**config.mk**
```make
export PLATFORM = sky130hd
export DESIGN_NAME = config_source_arbiter
export DESIGN_NICKNAME = d
export VERILOG_FILES = /design/src/rtl/config_source_arbiter.sv
export SDC_FILE = /design/constraint.sdc
export NUM_CORES = 1
export LEC_CHECK = 0
export ABC_AREA = 1
export BUFFER_PORTS_ARGS = -buffer_cell sky130_fd_sc_hd__clkbuf_2
export CORE_UTILIZATION = 61
export DETAILED_ROUTE_END_ITERATION = 16
export PLACE_DENSITY = 0.94
export SLEW_MARGIN = 10
export SYNTH_ARGS = -nofsm -noshare
export SYNTH_HDL_FRONTEND = slang
export SYNTH_SLANG_ARGS = --single-unit
```
**constraint.sdc**
```tcl
create_clock -name CLK -period 5.2 [get_ports CLK]
set_input_delay 0.26 -clock CLK [delete_from_list [all_inputs] [get_ports CLK]]
set_output_delay 0.26 -clock CLK [all_outputs]
set_load 0.01 [all_outputs]
```
**src/rtl/config_source_arbiter.sv**
```systemverilog
// Two-source configuration arbiter: a UART byte stream and a bitbang word port compete
// for the frame loader's WriteData/WriteStrobe/ComActive interface; first sync wins.
module config_source_arbiter #(
    parameter int          NUM_ROWS       = 6,
    parameter int          DESYNC_FLAG    = 20,
    parameter int          TIMEOUT_CYCLES = 1048576,
    parameter logic [31:0] SYNC_WORD      = 32'hFAB0_FAB1
) (
    input  logic        CLK,
    input  logic        resetn,
    input  logic [7:0]  uart_byte,
    input  logic        uart_byte_valid,
    input  logic [31:0] bb_word,
    input  logic        bb_word_valid,
    output logic        bb_word_ready,
    output logic [31:0] WriteData,
    output logic        WriteStrobe,
    output logic        ComActive,
    output logic        active,
    output logic        owner,
    output logic        timeout_err,
    output logic [7:0]  drop_cnt
);
    localparam int TW = $clog2(TIMEOUT_CYCLES + 1);
    localparam int FW = $clog2(NUM_ROWS + 1);

    typedef enum logic [1:0] {IDLE, GRANT, HDR, DATA} state_t;

    state_t        state_q, state_d;
    // Only the low three bytes of the 32-bit window need storage; the newest byte
    // always comes straight from the input.
    logic [23:0]   sr_q, sr_d;
    logic [1:0]    bcnt_q, bcnt_d;
    logic          owner_q, owner_d;
    logic          com_q, com_d;
    logic [31:0]   wdata_q, wdata_d;
    logic          wstb_q, wstb_d;
    logic          terr_q, terr_d;
    logic [7:0]    drop_q, drop_d;
    logic [TW-1:0] tcnt_q, tcnt_d;
    logic [FW-1:0] frm_q, frm_d;

    logic          busy, bb_own, in_frame, bb_take;
    logic [31:0]   sr_shift, own_w;
    logic          uart_sync, bb_sync, own_v, drop_item, timeout, desync_rel;
    logic [TW-1:0] tcnt_inc;

    assign busy      = (state_q != IDLE);
    assign bb_own    = busy && owner_q;
    assign in_frame  = (state_q == HDR) || (state_q == DATA);
    assign bb_take   = bb_word_valid && (state_q != GRANT);
    assign sr_shift  = {sr_q, uart_byte};
    assign uart_sync = (state_q == IDLE) && uart_byte_valid && (sr_shift == SYNC_WORD);
    assign bb_sync   = (state_q == IDLE) && bb_take && (bb_word == SYNC_WORD);
    assign own_v     = in_frame && (owner_q ? bb_take : (uart_byte_valid && bcnt_q == 2'd3));
    assign own_w     = owner_q ? bb_word : sr_shift;
    // A simultaneous sync loses to UART but its consumed bitbang word still counts.
    assign drop_item = (busy && (owner_q ? uart_byte_valid : bb_take)) || (uart_sync && bb_sync);
    assign tcnt_inc  = tcnt_q + TW'(1);
    assign timeout   = in_frame && !own_v && (tcnt_inc == TW'(TIMEOUT_CYCLES));

    always_comb begin
        state_d    = state_q;
        sr_d       = sr_q;
        bcnt_d     = bcnt_q;
        owner_d    = owner_q;
        wdata_d    = wdata_q;
        wstb_d     = 1'b0;
        terr_d     = terr_q;
        drop_d     = drop_q;
        tcnt_d     = tcnt_q;
        frm_d      = frm_q;
        desync_rel = 1'b0;

        if (uart_byte_valid && !bb_own) begin
            sr_d   = sr_shift[23:0];
            bcnt_d = bcnt_q + 2'd1;
        end
        if (drop_item && drop_q != 8'hFF)
            drop_d = drop_q + 8'd1;

        case (state_q)
            IDLE: begin
                if (uart_sync || bb_sync) begin
                    state_d = GRANT;
                    owner_d = !uart_sync;
                    bcnt_d  = 2'd0;
                    tcnt_d  = '0;
                end
            end
            GRANT: begin
                wdata_d = SYNC_WORD;
                wstb_d  = 1'b1;
                state_d = HDR;
            end
            HDR: begin
                if (own_v) begin
                    wdata_d = own_w;
                    wstb_d  = 1'b1;
                    tcnt_d  = '0;
                    if (own_w[DESYNC_FLAG]) begin
                        state_d    = IDLE;
                        desync_rel = 1'b1;
                    end else begin
                        frm_d   = FW'(NUM_ROWS);
                        state_d = DATA;
                    end
                end
            end
            DATA: begin
                if (own_v) begin
                    wdata_d = own_w;
                    wstb_d  = 1'b1;
                    tcnt_d  = '0;
                    frm_d   = frm_q - FW'(1);
                    if (frm_q == FW'(1))
                        state_d = HDR;
                end
            end
            default: state_d = IDLE;
        endcase

        if (timeout) begin
            state_d = IDLE;
            terr_d  = 1'b1;
            sr_d    = '0;
            bcnt_d  = 2'd0;
            tcnt_d  = '0;
        end else if (in_frame && !own_v) begin
            tcnt_d = tcnt_inc;
        end

        // The desync header goes out with ComActive still high; it drops a cycle later.
        com_d = (state_d != IDLE) || desync_rel;
    end

    always_ff @(posedge CLK or negedge resetn) begin
        if (!resetn) begin
            state_q <= IDLE;
            sr_q    <= '0;
            bcnt_q  <= 2'd0;
            owner_q <= 1'b0;
            com_q   <= 1'b0;
            wdata_q <= '0;
            wstb_q  <= 1'b0;
            terr_q  <= 1'b0;
            drop_q  <= '0;
            tcnt_q  <= '0;
            frm_q   <= '0;
        end else begin
            state_q <= state_d;
            sr_q    <= sr_d;
            bcnt_q  <= bcnt_d;
            owner_q <= owner_d;
            com_q   <= com_d;
            wdata_q <= wdata_d;
            wstb_q  <= wstb_d;
            terr_q  <= terr_d;
            drop_q  <= drop_d;
            tcnt_q  <= tcnt_d;
            frm_q   <= frm_d;
        end
    end

    assign bb_word_ready = (state_q != GRANT);
    assign WriteData     = wdata_q;
    assign WriteStrobe   = wstb_q;
    assign ComActive     = com_q;
    assign active        = com_q;
    assign owner         = owner_q;
    assign timeout_err   = terr_q;
    assign drop_cnt      = drop_q;

endmodule

```
==> flow_metrics.py, run 1 <==
metrics = {
    "job": {
        "cap_violations": 0,
    },
    "hold_path": {
        "holdPathEnd": "WriteData[30]$_DFFE_PN0P_",
        "min_path_type": "in2reg",
        "min_from": "bb_word[30]",
        "hold_depth": 3,
    },
    "critical_path": {
        "endpoint_kind": "register",
        "worstPathRequired_ns": 5.43,
        "path_class": "reg2reg",
        "crit_buf_inv": 3,
        "rr_endpoint": "sr_q[8]$_DFFE_PN0P_",
        "arrival_ns": 3.73,
        "rr_worst_depth": 10,
        "rrSetupSlack_ns": 1.70,
        "worstSetupStartpointType": "register",
        "cpPeakStageDelay_ns": 0.82,
        "cpMaxStageDelayCell": "nor2_1",
        "path_delay_family": "simple AND/OR/NAND/NOR gates",
        "rr_startpoint": "owner$_DFFE_PN0P_",
        "worstPathCellList": "inv_1, buf_4, nand2_1, a21boi_1, nor2_1, nand3_1, nor2_1, nand2_1, inv_2, a21oi_1",
        "cp_max_fo": 39,
    },
    "synth": {
        "synth_nets": 809,
        "synth_area_leader_cell": "dfrtp_1",
        "synth_common_cells": "nand2_1 (222), dfrtp_1 (96), nor2_1 (91)",
        "ys_warn_count": 0,
        "syn-cell-area_um2": 5490,
        "synth_cells": 760,
        "synth_seq_area_share": 0.438,
        "yosysTopAreaCellShare": 0.438,
        "synth_edf_count": 0,
        "synth.area.top_cells": "dfrtp_1 (44%), nand2_1 (15%), nor2_1 (6.2%)",
        "synth_flop_cell": "dfrtp_1",
        "yosysMostFrequentCell": "nand2_1",
        "synth.distinct_cells": 35,
        "postSynthAreaPerCell_um2": 7.22,
        "ys_ff_latch": 96,
        "synthArstFlopShare": 1.00,
    },
    "sta": {
        "hold_slack_ns": 0.143,
        "setup_violations": 0,
        "finalClockSkew_ns": 0.0188,
        "post-route-period-util": 0.672,
        "fmax_mhz": 286,
        "period_minus_slack_ns": 3.50,
        "slew_headroom": 0.330,
        "tightestPinTransition_ns": 1.00,
        "finalHoldViolations": 0,
        "drv_slew": 0,
        "setup_tns_ns": 0,
        "rsz0062_at_grt": "no",
    },
    "die": {
        "start_util": 0.629,
        "rows": 34,
        "die-area_um2": 9380,
        "ios": 90,
        "core_um2": 8720,
        "die_h_um": 96.8,
        "die_w_um": 96.8,
    },
    "place": {
        "routabilityCongestion": 0.983,
        "dpl.hpwl_um": 10500,
        "port_buffers": 89,
    },
    "run_status": {
        "run_status": "completed",
    },
    "drt": {
        "routed_wirelength_um": 14700,
        "ant_nets": 0,
        "dr.first_iter.drc_count": 641,
        "via_count": 5567,
        "via_per_inst": 5.86,
        "drc": 0,
        "first_pass_iters": 5,
        "wire_per_inst_um": 15.4,
    },
    "cts": {
        "worst_skew_pair.late_latency_ns": 0.38,
        "path_clk_slew_ns": 0.10,
        "cts_root_buffer": "clkbuf_8",
        "cts-buffers-inserted": 9,
        "post_cts_buffers": 0,
        "cts_sinks": 96,
        "cts_tree": "yes",
        "clockBufferDepth": 2,
        "htreeDepth": 3,
    },
    "global_route": {
        "grt_pass1_vias": 5025,
        "grt_max_degree": 51,
        "gr-usage-all-layers": 0.319,
        "grt-ovfl-total": 0,
        "grt_antenna_before_repair": 0,
        "grt_pass1_wl_um": 24000,
    },
    "finish": {
        "drive_gt1_frac": 0.186,
        "fill_cells": 693,
        "num_antenna_cells": 0,
        "layout.nets": 886,
        "area_growth_pct": 12.2,
    },
    "pwr": {
        "irDropWorstVdd_mv": 0.173,
        "p_leak_nw": 3.00,
        "pwr_density_cell_nw_per_um2": 425,
    },
}
-- metrics by stage --
step | instance area, um^2 | instances | setup WS [ns] | utilization | total power [mW]
global route | 6150 | 950 | 1.47 | 0.706 | 2.78
floorplan | 5490 | 760 | 3.29 | - | 1.78
global placement | 5960 | 933 | 2.04 | 0.684 | 2.08
finish | 6150 | 950 | 1.70 | 0.706 | 2.61
CTS | 6150 | 950 | 1.83 | 0.706 | 2.60
detailed placement | 5960 | 933 | 1.83 | 0.684 | 2.13
-- how the worst max path moves through the flow --
stage	startpoint	end	cells past startpoint
2_1_floorplan	tcnt_q[0]$_DFFE_PN0P_	sr_q[10]$_DFFE_PN0P_	13
3_3_place_gp	owner$_DFFE_PN0P_	WriteData[1]$_DFFE_PN0P_	9
3_5_place_dp	owner$_DFFE_PN0P_	WriteData[18]$_DFFE_PN0P_	9
4_1_cts	owner$_DFFE_PN0P_	WriteData[18]$_DFFE_PN0P_	9
5_1_grt	owner$_DFFE_PN0P_	sr_q[0]$_DFFE_PN0P_	10
6_report	owner$_DFFE_PN0P_	sr_q[8]$_DFFE_PN0P_	10
-- logic make-up (layout without fill, tap and decap cells) --
kind of cell | Yosys count | after routing | share of synthesized area
multiplexers | 3 | 3 | 0.00616
AND/OR/NAND/NOR | 443 | 443 | 0.352
AO/OA/AOI/OAI | 100 | 100 | 0.103
adder cells (fa/ha/maj) | 5 | 5 | 0.0114
flip-flops | 96 | 96 | 0.438
buffers and inverters | 105 | 187 | 0.0773
XOR/XNOR | 8 | 8 | 0.0128
-- registers in the layout, summed over array words and instances (netlist names), 2 cells and up --
signal and count:
WriteData 32, frm_q 3, state_q 2, drop_cnt 8, sr_q 24, bcnt_q 2, tcnt_q 21
-- worst register-to-register path, stage by stage, from the launching register on --
cell	delay, ns
dfrtp_1	0.73
inv_1	0.15
buf_4	0.34
nand2_1	0.09
a21boi_1	0.17
nor2_1	0.82
nand3_1	0.29
nor2_1	0.17
nand2_1	0.09
inv_2	0.43
a21oi_1	0.09
-- cell type report --
type / instances / area (um^2) / area share
well taps: 108 / 135 / 0.0220
repair buffers: 93 / 480 / 0.0781
multi-input cells: 559 / 2660 / 0.433
inverters: 78 / 293 / 0.0476
clock buffers: 9 / 124 / 0.0201
flip-flops and latches: 96 / 2400 / 0.390
clock inverters: 7 / 56.3 / 0.00915
-- metal layers --
layer / up-vias / wire length [um] / track usage
met5: - / 0 / 0
met4: 0 / 412 / 0.118
met3: 48 / 1440 / 0.0491
met2: 349 / 6810 / 0.501
met1: 2575 / 5990 / 0.449
li1: 2595 / - / -
-- power by group --
group / switching [mW] / total [mW] / leakage, nW / internal (mW)
clock: 0.286 / 0.465 / 0.0902 / 0.179
combinational: 0.594 / 0.945 / 1.72 / 0.350
sequential: 0.206 / 1.20 / 1.19 / 0.997
total: 1.09 / 2.61 / 3.00 / 1.53
-- cell usage in the layout, fill, tap and decap left out, types with 9 or more instances in the layout --
cell type	n
nor2_1	91
nand2_1	222
a31oi_1	11
nand4_1	20
inv_1	72
o21ai_0	41
clkbuf_8	9
dfrtp_1	96
a21oi_2	10
nand3_1	63
or2_2	21
clkbuf_2	88
a21oi_1	30
-- timing repair --
action / CTS / global route
hold endpoints to repair: 49 / 0
gates resized for setup: 0 / 0
hold buffers: 1 / 0
Power figures use the tool's default switching activity.
==> run 2, diff against run 1 <==
--- a/config.mk
+++ b/config.mk
@@ -5,11 +5,11 @@
 export SDC_FILE = /design/constraint.sdc
 export NUM_CORES = 1
 export LEC_CHECK = 0
-export ABC_AREA = 1
+export ABC_AREA = 0
 export BUFFER_PORTS_ARGS = -buffer_cell sky130_fd_sc_hd__clkbuf_2
-export CORE_UTILIZATION = 61
+export CORE_UTILIZATION = 51
 export DETAILED_ROUTE_END_ITERATION = 16
-export PLACE_DENSITY = 0.94
+export PLACE_DENSITY = 0.86
 export SLEW_MARGIN = 10
 export SYNTH_ARGS = -nofsm -noshare
 export SYNTH_HDL_FRONTEND = slang
==> constraint.sdc (replaced) <==
create_clock -name CLK -period 2.8 [get_ports CLK]
set_input_delay 0.14 -clock CLK [delete_from_list [all_inputs] [get_ports CLK]]
set_output_delay 0.14 -clock CLK [all_outputs]
set_load 0.01 [all_outputs]
==> flow_metrics.py, run 2 <==
metrics = {
    "run_status": {
        "run_status": "completed",
    },
    "place": {
        "routabilityCongestion": 0.962,
        "dpl.hpwl_um": 9620,
        "port_buffers": 89,
        "place_area_um2": 5650,
    },
    "synth": {
        "synth-compound-area-share": 0.136,
        "synth_edf_count": 0,
        "synth.distinct_cells": 50,
        "synth_area_leader_cell": "dfrtp_1",
        "postSynthAreaPerCell_um2": 9.15,
        "synth_flop_cell": "dfrtp_1",
        "yosys.area_share.simple": 0.243,
        "ys_ff_latch": 96,
        "synthArstFlopShare": 1.00,
        "yosysMostFrequentCell": "dfrtp_1",
        "synth.area.top_cells": "dfrtp_1 (47%), a21oi_1 (6.2%), mux2i_1 (6.1%)",
        "yosysTopAreaCellShare": 0.475,
        "syn-cell-area_um2": 5060,
        "ys_warn_count": 0,
        "yosys.area_share.adder": 0.0124,
        "synth_common_cells": "dfrtp_1 (96), nand2_1 (69), a21oi_1 (63)",
        "synth-xor-area-share": 0.0208,
        "synth_top_family_by_area": "simple AND/OR/NAND/NOR gates",
        "synth_seq_area_share": 0.475,
        "synth_mux_area_frac": 0.0702,
        "synth_nets": 602,
        "synth_cells": 553,
    },
    "cts": {
        "path_clk_slew_ns": 0.11,
        "clockBufferDepth": 2,
        "cts_tree": "yes",
        "cts_sinks": 96,
        "cts_root_buffer": "clkbuf_8",
        "htreeDepth": 3,
        "cts-buffers-inserted": 9,
        "worst_skew_pair.late_latency_ns": 0.37,
        "post_cts_buffers": 0,
    },
    "global_route": {
        "grt_antenna_before_repair": 0,
        "grt_pass1_vias": 4363,
        "grt_pass1_wl_um": 21500,
        "grt_max_degree": 67,
        "grt-ovfl-total": 0,
        "gr-usage-all-layers": 0.268,
    },
    "finish": {
        "drive_gt1_frac": 0.223,
        "fill_cells": 765,
        "layout.nets": 685,
        "final_common_cell": "dfrtp_1",
        "largest_reg_flops": 32,
        "final_area_um2": 5870,
        "final_cell_mix": "dfrtp_1 (95), clkbuf_2 (88), nand2_1 (69)",
        "area_growth_pct": 16.0,
        "num_antenna_cells": 0,
    },
    "sta": {
        "setup_violations": 0,
        "finalClockSkew_ns": 0.0172,
        "slew_headroom": 0.437,
        "finalHoldViolations": 0,
        "tightestPinTransition_ns": 0.845,
        "drv_slew": 0,
        "period_minus_slack_ns": 2.66,
        "fmax_mhz": 376,
        "setup_tns_ns": 0,
        "rsz0062_at_grt": "no",
        "post-route-period-util": 0.949,
    },
    "job": {
        "cap_violations": 0,
    },
    "drt": {
        "first_pass_iters": 7,
        "via_count": 4682,
        "drc": 0,
        "wire_per_inst_um": 17.3,
        "dr.first_iter.drc_count": 350,
        "ant_nets": 0,
        "via_per_inst": 6.08,
        "routed_wirelength_um": 13300,
    },
    "die": {
        "ios": 90,
        "die_h_um": 102,
        "rows": 35,
        "start_util": 0.538,
        "die_w_um": 102,
        "core_um2": 9420,
        "die-area_um2": 10300,
    },
    "pwr": {
        "irDropWorstVdd_mv": 0.360,
        "p_leak_nw": 2.57,
        "pwr_density_cell_nw_per_um2": 789,
    },
    "critical_path": {
        "cp_max_fo": 10,
        "worstPathRequired_ns": 3.06,
        "arrival_ns": 2.92,
        "path_class": "reg2reg",
        "endpoint_kind": "register",
        "worstSetupStartpointType": "register",
    },
    "hold_path": {
        "min_path_type": "in2reg",
    },
}
## run 2: cell count changes after synthesis, moves of 13 or more
cell	delta
nand2_1	-153
inv_1	-66
nor2_1	-46
a21oi_1	+33
mux2i_1	+31
nand3_1	-20
o21ai_0	-17
or2_2	-16
and3_1	+13
## run 2: cells by family (layout without fill, tap and decap cells)
family	count (synthesis)	count (layout)
AND/OR/NAND/NOR	239	239
AO/OA/AOI/OAI	120	120
flip-flops	96	96
buffers and inverters	46	134
multiplexers	35	35
XOR/XNOR	12	12
adder cells (fa/ha/maj)	5	5
## run 2: stage by stage
stage	total power [mW]	hold slack, ns	std cells	utilization	setup WS [ns]
4_1_cts	4.63	0.00784	770	0.622	0.0816
3_5_place_dp	3.73	0.293	753	0.600	0.169
2_1_floorplan	3.06	-0.156	553	-	0.308
5_1_grt	4.93	0.0121	770	0.624	0.00516
3_3_place_gp	3.65	0.290	753	0.600	0.261
6_report	4.63	0.0200	770	0.624	0.142
## run 2: area by class of cell
| class | count | area [um^2] | share of cell area |
|---|---|---|---|
| clock buffers | 10 | 138 | 0.0234 |
| well taps | 129 | 161 | 0.0275 |
| multi-input cells | 411 | 2450 | 0.418 |
| clock inverters | 6 | 60.1 | 0.0102 |
| flip-flops and latches | 96 | 2400 | 0.409 |
| repair buffers | 112 | 636 | 0.108 |
| inverters | 6 | 22.5 | 0.00383 |
## run 2: final timing paths
kind / slack (ns) / to / cells past startpoint / start
setup / recovery: 0.14 / tcnt_q[2]$_DFFE_PN0P_ / 10 / tcnt_q[0]$_DFFE_PN0P_
hold / removal: 0.02 / sr_q[7]$_DFFE_PN0P_ / 3 / uart_byte[7]
setup reg to reg: 0.14 / tcnt_q[2]$_DFFE_PN0P_ / 10 / tcnt_q[0]$_DFFE_PN0P_
hold reg to reg: 0.49 / timeout_err$_DFFE_PN0P_ / 1 / timeout_err$_DFFE_PN0P_
max in group asynchronous: 1.74 / bcnt_q[1]$_DFF_PN0_ / 3 / resetn
min in group asynchronous: 0.42 / ComActive$_DFF_PN0_ / 2 / resetn
## run 2: repair_timing
| action | in CTS | in global routing |
|---|---|---|
| hold endpoints to repair | 65 | 0 |
| hold buffers | 1 | 0 |
| setup endpoints to repair | 0 | 38 |
| gates resized for setup | 0 | 3 |
## run 2: critical path, cell delays in order, from the launching register on
cell,delay (ns)
dfrtp_1,0.44
ha_1,0.28
nand3_2,0.19
nor4_1,0.33
buf_4,0.19
xor2_1,0.06
a2111o_1,0.38
nor4_4,0.21
buf_4,0.23
o31ai_1,0.08
a21o_1,0.18
## run 2: routing by layer
layer | share of wire | vias up | GRT usage
li1 | - | 2160 | -
met1 | 0.42 | 2239 | 0.362
met2 | 0.48 | 249 | 0.423
met3 | 0.079 | 34 | 0.0538
met4 | 0.024 | 0 | 0.109
met5 | 0 | - | 0
## run 2: power by group
part           internal (mW)  switching, mW
clock network          0.368          0.538
registers               1.76          0.327
logic                  0.654          0.979
